<file path="src/rtl/alu_pkg.sv">
// rtl/alu_pkg.sv - shared opcode, FSM state and constant definitions for alu_pipe
package alu_pkg;

   // Opcode encoding as driven on alu_control
   typedef enum logic [3:0] {
      ALU_AND   = 4'b0000,
      ALU_OR    = 4'b0001,
      ALU_ADD   = 4'b0010,
      ALU_LSL   = 4'b0011,
      ALU_LSR   = 4'b0100,
      ALU_SUB   = 4'b0110,
      ALU_PASSB = 4'b0111,
      ALU_MUL   = 4'b1000
   } alu_op_t;

   typedef enum logic [1:0] {
      S_IDLE     = 2'd0,
      S_MUL_BUSY = 2'd1
   } alu_state_t;

   // Fill bit replicated across WIDTH for undefined opcodes
   localparam logic ALU_DEFAULT_RESULT = 1'b1;

endpackage

</file>
<file path="src/rtl/alu_mul_iter.sv">
// rtl/alu_mul_iter.sv - iterative shift-add multiplier, one partial product per cycle
module alu_mul_iter #(
   parameter int WIDTH = 64
) (
   input  logic             clk,
   input  logic             reset_n,
   input  logic             start,
   input  logic [WIDTH-1:0] a,
   input  logic [WIDTH-1:0] b,
   output logic             done,
   output logic [WIDTH-1:0] product
);

   localparam int SHAMT_W = $clog2(WIDTH);

   logic               r_busy;
   logic [SHAMT_W-1:0] r_cnt;
   logic [WIDTH-1:0]   r_mcand;
   logic [WIDTH-1:0]   r_mplier;
   logic [WIDTH-1:0]   r_acc;
   logic [WIDTH-1:0]   w_acc_next;

   // The final step's sum is presented combinationally so the caller can capture it on the done edge
   assign w_acc_next = r_acc + (r_mplier[0] ? r_mcand : '0);
   assign done       = r_busy && (r_cnt == SHAMT_W'(WIDTH - 1));
   assign product    = w_acc_next;

   // Latch operands on start, then consume one multiplier bit per cycle; counter stops at WIDTH-1
   always_ff @(posedge clk or negedge reset_n) begin
      if (!reset_n) begin
         r_busy   <= 1'b0;
         r_cnt    <= '0;
         r_mcand  <= '0;
         r_mplier <= '0;
         r_acc    <= '0;
      end else if (start) begin
         r_busy   <= 1'b1;
         r_cnt    <= '0;
         r_mcand  <= a;
         r_mplier <= b;
         r_acc    <= '0;
      end else if (r_busy) begin
         r_acc    <= w_acc_next;
         r_mcand  <= r_mcand << 1;
         r_mplier <= r_mplier >> 1;
         if (done) begin
            r_busy <= 1'b0;
            r_cnt  <= '0;
         end else begin
            r_cnt <= r_cnt + 1'b1;
         end
      end
   end

endmodule

</file>
<file path="src/rtl/alu_pipe.sv">
// rtl/alu_pipe.sv - registered handshake ALU with NZCV flags; MUL enabled by ALU_PIPE_MUL_EN
module alu_pipe
   import alu_pkg::*;
#(
   parameter int WIDTH = 64
) (
   input  logic             clk,
   input  logic             reset_n,
   input  logic             in_valid,
   output logic             in_ready,
   input  logic [WIDTH-1:0] a,
   input  logic [WIDTH-1:0] b,
   input  logic [3:0]       alu_control,
   output logic             out_valid,
   input  logic             out_ready,
   output logic [WIDTH-1:0] result,
   output logic             zero,
   output logic             negative,
   output logic             carry,
   output logic             overflow
);

   localparam int SHAMT_W = $clog2(WIDTH);

   alu_state_t         r_state;
   alu_state_t         w_state_next;
   logic               r_out_valid;
   logic [WIDTH-1:0]   r_result;
   logic               r_zero;
   logic               r_neg;
   logic               r_carry;
   logic               r_ovf;

   alu_op_t            w_op;
   logic               w_accept;
   logic               w_is_sub;
   logic [SHAMT_W-1:0] w_shamt;
   logic [WIDTH-1:0]   w_b_op;
   logic [WIDTH:0]     w_sum;
   logic [WIDTH-1:0]   w_res;
   logic               w_carry;
   logic               w_ovf;
   logic [WIDTH-1:0]   w_load_res;
   logic               w_load;

   logic               w_mul_start;
   logic               w_mul_done;
   logic [WIDTH-1:0]   w_mul_product;

   assign w_op     = alu_op_t'(alu_control);
   assign in_ready = (r_state == S_IDLE) && (!r_out_valid || out_ready);
   assign w_accept = in_valid && in_ready;
   assign w_shamt  = b[SHAMT_W-1:0];

   // Single WIDTH+1 adder serves ADD and SUB (a + ~b + 1); its MSB is carry / not-borrow
   assign w_is_sub = (w_op == ALU_SUB);
   assign w_b_op   = w_is_sub ? ~b : b;
   assign w_sum    = {1'b0, a} + {1'b0, w_b_op} + {{WIDTH{1'b0}}, w_is_sub};

`ifdef ALU_PIPE_MUL_EN
   assign w_mul_start = w_accept && (w_op == ALU_MUL);

   alu_mul_iter #(.WIDTH(WIDTH)) u_mul (
      .clk     (clk),
      .reset_n (reset_n),
      .start   (w_mul_start),
      .a       (a),
      .b       (b),
      .done    (w_mul_done),
      .product (w_mul_product)
   );
`else
   assign w_mul_start   = 1'b0;
   assign w_mul_done    = 1'b0;
   assign w_mul_product = '0;
`endif

   // Single-cycle result and arithmetic flags; unknown opcodes fall through to all ones
   always_comb begin
      w_res   = {WIDTH{ALU_DEFAULT_RESULT}};
      w_carry = 1'b0;
      w_ovf   = 1'b0;
      case (w_op)
         ALU_AND:   w_res = a & b;
         ALU_OR:    w_res = a | b;
         ALU_ADD, ALU_SUB: begin
            w_res   = w_sum[WIDTH-1:0];
            w_carry = w_sum[WIDTH];
            w_ovf   = (a[WIDTH-1] == w_b_op[WIDTH-1]) && (w_sum[WIDTH-1] != a[WIDTH-1]);
         end
         ALU_LSL:   w_res = a << w_shamt;
         ALU_LSR:   w_res = a >> w_shamt;
         ALU_PASSB: w_res = b;
         default:   ;
      endcase
   end

   // MUL completion and single-cycle accepts never coincide because in_ready is low while busy
   assign w_load     = (w_accept && !w_mul_start) || w_mul_done;
   assign w_load_res = w_mul_done ? w_mul_product : w_res;

   // State register
   always_ff @(posedge clk or negedge reset_n) begin
      if (!reset_n) begin
         r_state <= S_IDLE;
      end else begin
         r_state <= w_state_next;
      end
   end

   // Next-state logic: IDLE enters MUL_BUSY only on a MUL accept, returns when the multiplier finishes
   always_comb begin
      w_state_next = r_state;
      case (r_state)
         S_IDLE:     if (w_mul_start) w_state_next = S_MUL_BUSY;
         S_MUL_BUSY: if (w_mul_done)  w_state_next = S_IDLE;
         default:    w_state_next = S_IDLE;
      endcase
   end

   // One-entry output buffer: loads a new result, otherwise drops valid once consumed
   always_ff @(posedge clk or negedge reset_n) begin
      if (!reset_n) begin
         r_out_valid <= 1'b0;
         r_result    <= '0;
         r_zero      <= 1'b0;
         r_neg       <= 1'b0;
         r_carry     <= 1'b0;
         r_ovf       <= 1'b0;
      end else if (w_load) begin
         r_out_valid <= 1'b1;
         r_result    <= w_load_res;
         r_zero      <= (w_load_res == '0);
         r_neg       <= w_load_res[WIDTH-1];
         r_carry     <= w_mul_done ? 1'b0 : w_carry;
         r_ovf       <= w_mul_done ? 1'b0 : w_ovf;
      end else if (r_out_valid && out_ready) begin
         r_out_valid <= 1'b0;
      end
   end

   assign out_valid = r_out_valid;
   assign result    = r_result;
   assign zero      = r_zero;
   assign negative  = r_neg;
   assign carry     = r_carry;
   assign overflow  = r_ovf;

endmodule

</file>
<file path="config.mk">
export PLATFORM = sky130hd
export DESIGN_NAME = alu_pipe
export DESIGN_NICKNAME = d
export VERILOG_FILES = /design/src/rtl/alu_pkg.sv /design/src/rtl/alu_mul_iter.sv /design/src/rtl/alu_pipe.sv
export SDC_FILE = /design/constraint.sdc
export NUM_CORES = 1
export LEC_CHECK = 0
export BUFFER_PORTS_ARGS = -buffer_cell sky130_fd_sc_hd__buf_2
export CORE_MARGIN = 5
export CORE_UTILIZATION = 55
export CTS_CLUSTER_SIZE = 8
export DETAILED_ROUTE_END_ITERATION = 8
export PLACE_DENSITY_LB_ADDON = 0.05
export SYNTH_ARGS = -nofsm -noshare
export SYNTH_HDL_FRONTEND = slang
export SYNTH_SLANG_ARGS = --single-unit
export TNS_END_PERCENT = 100
</file>
<file path="constraint.sdc">
create_clock -name clk -period 2.48 [get_ports clk]
set_clock_uncertainty 0.05 [all_clocks]
set_input_delay 0.124 -clock clk [delete_from_list [all_inputs] [get_ports clk]]
set_output_delay 0.124 -clock clk [all_outputs]
set_load 0.01 [all_outputs]
</file>
==> results of run 1 <==
[metrics by stage]
stage	utilization	setup slack [ns]	instances	hold slack [ns]
detailed placement	0.812	-2.47	3922	0.193
global placement	0.812	-2.33	3922	0.147
CTS	0.873	-1.70	3984	0.110
floorplan	-	-1.61	2517	-0.222
[per-layer routing]
layer	GRT usage	GRT overflow
met4	0.925	286
met3	0.873	89
met2	0.998	415
met1	0.886	92
met5	0.709	13
[cells by family after synthesis]
kind of cell	count (synthesis)
simple gates	859
mux	307
flops	68
fa+ha+maj	82
xor+xnor	89
compound gates	852
buf+inv	260
[cell usage after synthesis, types with 23 or more instances]
cell | number | area share
sky130_fd_sc_hd__a211oi_1 | 40 | 0.016
sky130_fd_sc_hd__a21oi_1 | 173 | 0.046
sky130_fd_sc_hd__a2bb2oi_1 | 27 | 0.013
sky130_fd_sc_hd__a31oi_1 | 53 | 0.018
sky130_fd_sc_hd__buf_1 | 40 | 0.0080
sky130_fd_sc_hd__buf_2 | 27 | 0.0072
sky130_fd_sc_hd__clkbuf_1 | 152 | 0.030
sky130_fd_sc_hd__dfrtp_1 | 68 | 0.091
sky130_fd_sc_hd__ha_1 | 80 | 0.053
sky130_fd_sc_hd__inv_1 | 25 | 0.0050
sky130_fd_sc_hd__mux2_2 | 82 | 0.049
sky130_fd_sc_hd__mux2i_1 | 116 | 0.062
sky130_fd_sc_hd__mux4_2 | 109 | 0.13
sky130_fd_sc_hd__nand2_1 | 312 | 0.062
sky130_fd_sc_hd__nand2b_1 | 23 | 0.0077
sky130_fd_sc_hd__nand3_1 | 46 | 0.012
sky130_fd_sc_hd__nand4_1 | 62 | 0.021
sky130_fd_sc_hd__nor2_1 | 232 | 0.046
sky130_fd_sc_hd__nor3_1 | 54 | 0.014
sky130_fd_sc_hd__o211ai_1 | 34 | 0.014
sky130_fd_sc_hd__o21ai_0 | 197 | 0.053
sky130_fd_sc_hd__o221ai_1 | 26 | 0.012
sky130_fd_sc_hd__o22ai_1 | 52 | 0.017
sky130_fd_sc_hd__xor2_1 | 71 | 0.033
[repair_timing]
action | in CTS
hold endpoints to repair | 31
hold buffers | 2
setup endpoints to repair | 67
cloned | 0
pin swaps | 72
setup buffers | 51
resized for setup | 297
==> impl_metrics.csv, run 1 <==
group,metric,value,unit
run_status,run_status,"aborted with a tool error",
run_status,failing_step,"global routing",
run_status,run.stop_error,"[ERROR GRT-0232] Routing congestion too high. Check the congestion heatmap in the GUI.",
floorplanning,initial_utilization,0.558,
floorplanning,io_pins,206,
yosys,synth_xor_xnor_area_share,0.0415,
floorplanning,core.rowCount,67,
yosys,synth_ff_type,"sky130_fd_sc_hd__dfrtp_1",
yosys,seq_area_frac_synth,0.0907,
yosys,ys_async_sr_fraction,1.00,
yosys,post_synth_inst_count,2517,
placed_design,hpwl,88300,um
cts,buffer_depth_of_the_longest_clock_path,2,
placed_design,gp_congestion,1.33,
global_routing,grt-ovfl-total,895,
yosys,synth.avg_cell_area,7.45,um^2
floorplanning,die-height,195,um
cts,clk_root_buffer_cell,"sky130_fd_sc_hd__clkbuf_16",
yosys,yosys.area_share.simple,0.212,
yosys,synth_edf_count,0,
global_routing,overall_fraction_of_global_route_tracks_in_use,0.915,
cts,clock_sink_count,68,
yosys,synthesis.area,18800,um^2
yosys,ys_types,87,
placed_design,placement.io_buffers,205,
yosys,yosys_warnings,0,
yosys,synthMuxAreaShare,0.242,
yosys,synth_compound_area_frac,0.302,
global_routing,grt_start_max_net_pins,71,
yosys,synth_top_family_by_area,"compound AO/OA/AOI/OAI gates",
yosys,synthAdderAreaFrac,0.0549,
yosys,synth_seq_cells,68,
cts,ctsHtreeMaxLevel,3,
cts,tritoncts.num_buffers,9,
placed_design,placedInstanceArea,27300,um^2
yosys,syn_nets,2734,
floorplanning,dieWidth,195,um
==> inputs of run 2 (changes only) <==
CORE_UTILIZATION = 40   (was 55)
CTS_CLUSTER_SIZE = unset   (was 8)
PLACE_DENSITY_LB_ADDON = 0.15   (was 0.05)
clock period = 3.2 ns   (was 2.48 ns; I/O delays follow)
==> impl_metrics.csv, run 2 <==
group,metric,value,unit
run,drv.max_cap_violation_count,0,
global_routing,grt-ovfl-total,0,
sta,final_max_slew_viol_count,0,
finish,finish.instance_area,31400,um^2
cts,worstSkewPairLatency,0.34,ns
critical_path,timing.critical_path.from_type,"input pin",
sta,grt_setup_unrepaired,"yes",
floorplanning,core.rowCount,79,
critical_path,setup.worst_path.end_class,"register",
power,pwr_density_cell,284,nW/um^2
route,detail_route.vias_per_cell,6.83,
sta,hold_viol,0,
sta,fmax,0.227,GHz
sta,setup_violations,43,
finish,final-instance-count-excl-fill,4246,
critical_path,path_max_fanout,6,
critical_path,r2r-start,"out_valid",
route,wire_per_inst,30.8,um
critical_path,cp_data_required_time,3.40,ns
sta,worst_slew_margin_rel,0.0864,
cts,tritoncts_clock_tree,"built",
placed_design,placed_insts,4133,
yosys,post_synth_inst_count,2517,
placed_design,gp_congestion,1.14,
worst_hold_path,hp-start,"out_ready",
global_routing,grt_start_max_net_pins,84,
cts,clock_sink_count,68,
global_routing,overall_fraction_of_global_route_tracks_in_use,0.478,
yosys,synth_edf_count,0,
critical_path,worst_setup_path_startpoint,"alu_control[0]",
yosys,syn_nets,2734,
yosys,seq_area_frac_synth,0.0907,
cts,clock_transition_at_the_register_clock_pins_on_the_worst_setup_and_hold_paths_after_cts,0.06,ns
route,violation_count_after_the_first_detailed_routing_iteration,4985,
finish,final_core_util,0.676,
global_routing,grt_pass1_wl,184000,um
floorplanning,io_pins,206,
placed_design,hpwl,103000,um
cts,ctsHtreeMaxLevel,3,
yosys,synth.area.top_cells,"sky130_fd_sc_hd__mux4_2, sky130_fd_sc_hd__dfrtp_1, sky130_fd_sc_hd__nand2_1, sky130_fd_sc_hd__mux2i_1, sky130_fd_sc_hd__ha_1",
power,peak_supply_drop,544,uV
floorplanning,die-height,227,um
sta,post-route-period-util,1.38,
yosys,synth_ff_type,"sky130_fd_sc_hd__dfrtp_1",
finish,nets,3850,
worst_hold_path,min_path_type,"input pin to register",
global_routing,grt_pass1_vias,27625,
critical_path,critical_path_arrival,4.61,ns
yosys,synthMostInstantiatedCell,"sky130_fd_sc_hd__nand2_1",
yosys,synth_seq_cells,68,
cts,buffer_depth_of_the_longest_clock_path,2,
finish,largest_register_ff_count,64,
critical_path,cp_top_family,"simple AND/OR/NAND/NOR gates",
critical_path,cp_slowest_stage_delay,0.55,ns
yosys,yosys.area.top_type_share,0.131,
finish,drive_above_1_share,0.521,
route,drc,0,
critical_path,timing.critical_path.buf_inv,6,
yosys,ys_types,87,
yosys,ys_async_sr_fraction,1.00,
route,postRouteAntennaNets,0,
floorplanning,initial_utilization,0.404,
route,vias,29011,
critical_path,setup.worst_path.class,"input pin to register",
power,leakagePower,13.8,nW
sta,max_slew.worst_pin.slew,1.34,ns
global_routing,grt_antenna_before_repair,9,
yosys,synth.avg_cell_area,7.45,um^2
run_status,run_status,"complete, but fails checks",
finish,highest_count_cells_in_the_layout_ignoring_fill_and_taps,"sky130_fd_sc_hd__buf_4, sky130_fd_sc_hd__nand2_1, sky130_fd_sc_hd__nor2_1, sky130_fd_sc_hd__buf_2, sky130_fd_sc_hd__o21ai_0",
floorplanning,die_area,51300,um^2
power,total_power_consumption,8.91,mW
floorplanning,dieWidth,227,um
cts,clk_root_buffer_cell,"sky130_fd_sc_hd__clkbuf_16",
finish,area_growth_syn_to_layout,67.3,%
route,drt_wl_total,131000,um
critical_path,timing.critical_path.cells,"buf_8, nor4bb_4, buf_6, buf_12, buf_12, buf_8, xor2_2, ha_1, nand2_2, or4_4, nor3_4, o21ai_4, a41oi_2, mux2i_2, buf_4, o2111ai_4, nor4_1, nand4_1, nor3_2, nand4_1, o41ai_2",
route,firstDrtPassIters,6,
placed_design,placedInstanceArea,27800,um^2
yosys,synth.top_cells.by_count,"sky130_fd_sc_hd__nand2_1, sky130_fd_sc_hd__nor2_1, sky130_fd_sc_hd__o21ai_0, sky130_fd_sc_hd__a21oi_1, sky130_fd_sc_hd__clkbuf_1",
cts,tritoncts.num_buffers,9,
sta,timing.setup.tns,-18.77,ns
yosys,synth_top_cell_by_area,"sky130_fd_sc_hd__mux4_2",
floorplanning,core,46500,um^2
yosys,synthesis.area,18800,um^2
placed_design,placement.io_buffers,205,
critical_path,slowest_stage,"sky130_fd_sc_hd__or4_4",
finish,layout.cells.most_common,"sky130_fd_sc_hd__buf_4",
yosys,yosys_warnings,0,
sta,period_needed,4.41,ns
run_status,violations_in_the_final_reports,"setup timing",
sta,layout_setup_ws,-1.21,ns
[run 2: cell counts after synthesis]
No cell type changed its count.
[run 2: final cells by class]
class / count / area [um^2]
Clock buffer: 10 / 239
Tap cell: 607 / 759
Clock inverter: 5 / 37.5
Multi-Input combinational cell: 2189 / 18200
Antenna cell: 2 / 5.00
Sequential cell: 68 / 1700
Timing Repair Buffer: 1336 / 10300
Inverter: 29 / 111
Fill cell: 3906 / 15100
[run 2: path summary, 6_finish.rpt]
kind | depth (start not counted) | slack, ns | endpoint
min in group asynchronous | 2 | 0.27 | result[43]
min | 4 | 0.16 | out_valid
max | 21 | -1.21 | zero
min reg2reg | 2 | 0.43 | result[10]
max in group asynchronous | 3 | 1.88 | result[3]
max reg2reg | 13 | -0.02 | zero
[run 2: repair_timing]
item                                   in CTS  in global routing
resized for setup                         338                206
hold buffers                                2                  0
setup endpoints to repair                  46                 60
endpoints found under the hold margin      20                  0
pin swaps                                 117                111
setup buffers                              69                 57
cloned                                      1                  0
[run 2: per-layer routing]
metal	GRT usage	up-vias	part of all wire
met5	0	-	0.00021
met4	0.244	4	0.070
met3	0.173	622	0.16
met2	0.672	2628	0.40
met1	0.644	13813	0.37
li1	-	11944	-
[run 2: power breakdown]
group | total (mW) | internal, mW | switching [mW]
Sequential | 1.08 | 0.998 | 0.0800
Clock | 0.919 | 0.542 | 0.377
Combinational | 6.91 | 3.14 | 3.77
Total | 8.91 | 4.68 | 4.23
[run 2: logic make-up after synthesis]
family / synth area share
mux: 0.242
xor+xnor: 0.0415
fa+ha+maj: 0.0549
buf+inv: 0.0574
flops: 0.0907
compound gates: 0.302
simple gates: 0.212
[run 2: per-stage QoR]
stage / hold slack, ns / worst slack, ns
6_report: 0.165 / -1.21
5_1_grt: 0.177 / -1.28
4_1_cts: 0.157 / -0.881
3_5_place_dp: 0.0723 / -1.70
3_3_place_gp: 0.0595 / -1.75
2_1_floorplan: -0.186 / -0.925
[run 2: worst reg2reg max path, cell delays in order, from the launching register on]
cell and delay, ns:
sky130_fd_sc_hd__dfrtp_1 0.38, sky130_fd_sc_hd__nand2b_1 0.10, sky130_fd_sc_hd__nand2_2 0.15, sky130_fd_sc_hd__nor4_1 0.35, sky130_fd_sc_hd__buf_4 0.18, sky130_fd_sc_hd__nand3_1 0.07
sky130_fd_sc_hd__a21oi_1 0.11, sky130_fd_sc_hd__o21ai_0 0.29, sky130_fd_sc_hd__a2111oi_2 0.40, sky130_fd_sc_hd__and4bb_4 0.34, sky130_fd_sc_hd__nand4_1 0.12, sky130_fd_sc_hd__nor4_2 0.24
sky130_fd_sc_hd__nand4_1 0.14, sky130_fd_sc_hd__o41ai_2 0.20
(Power assumes the default switching activity.)
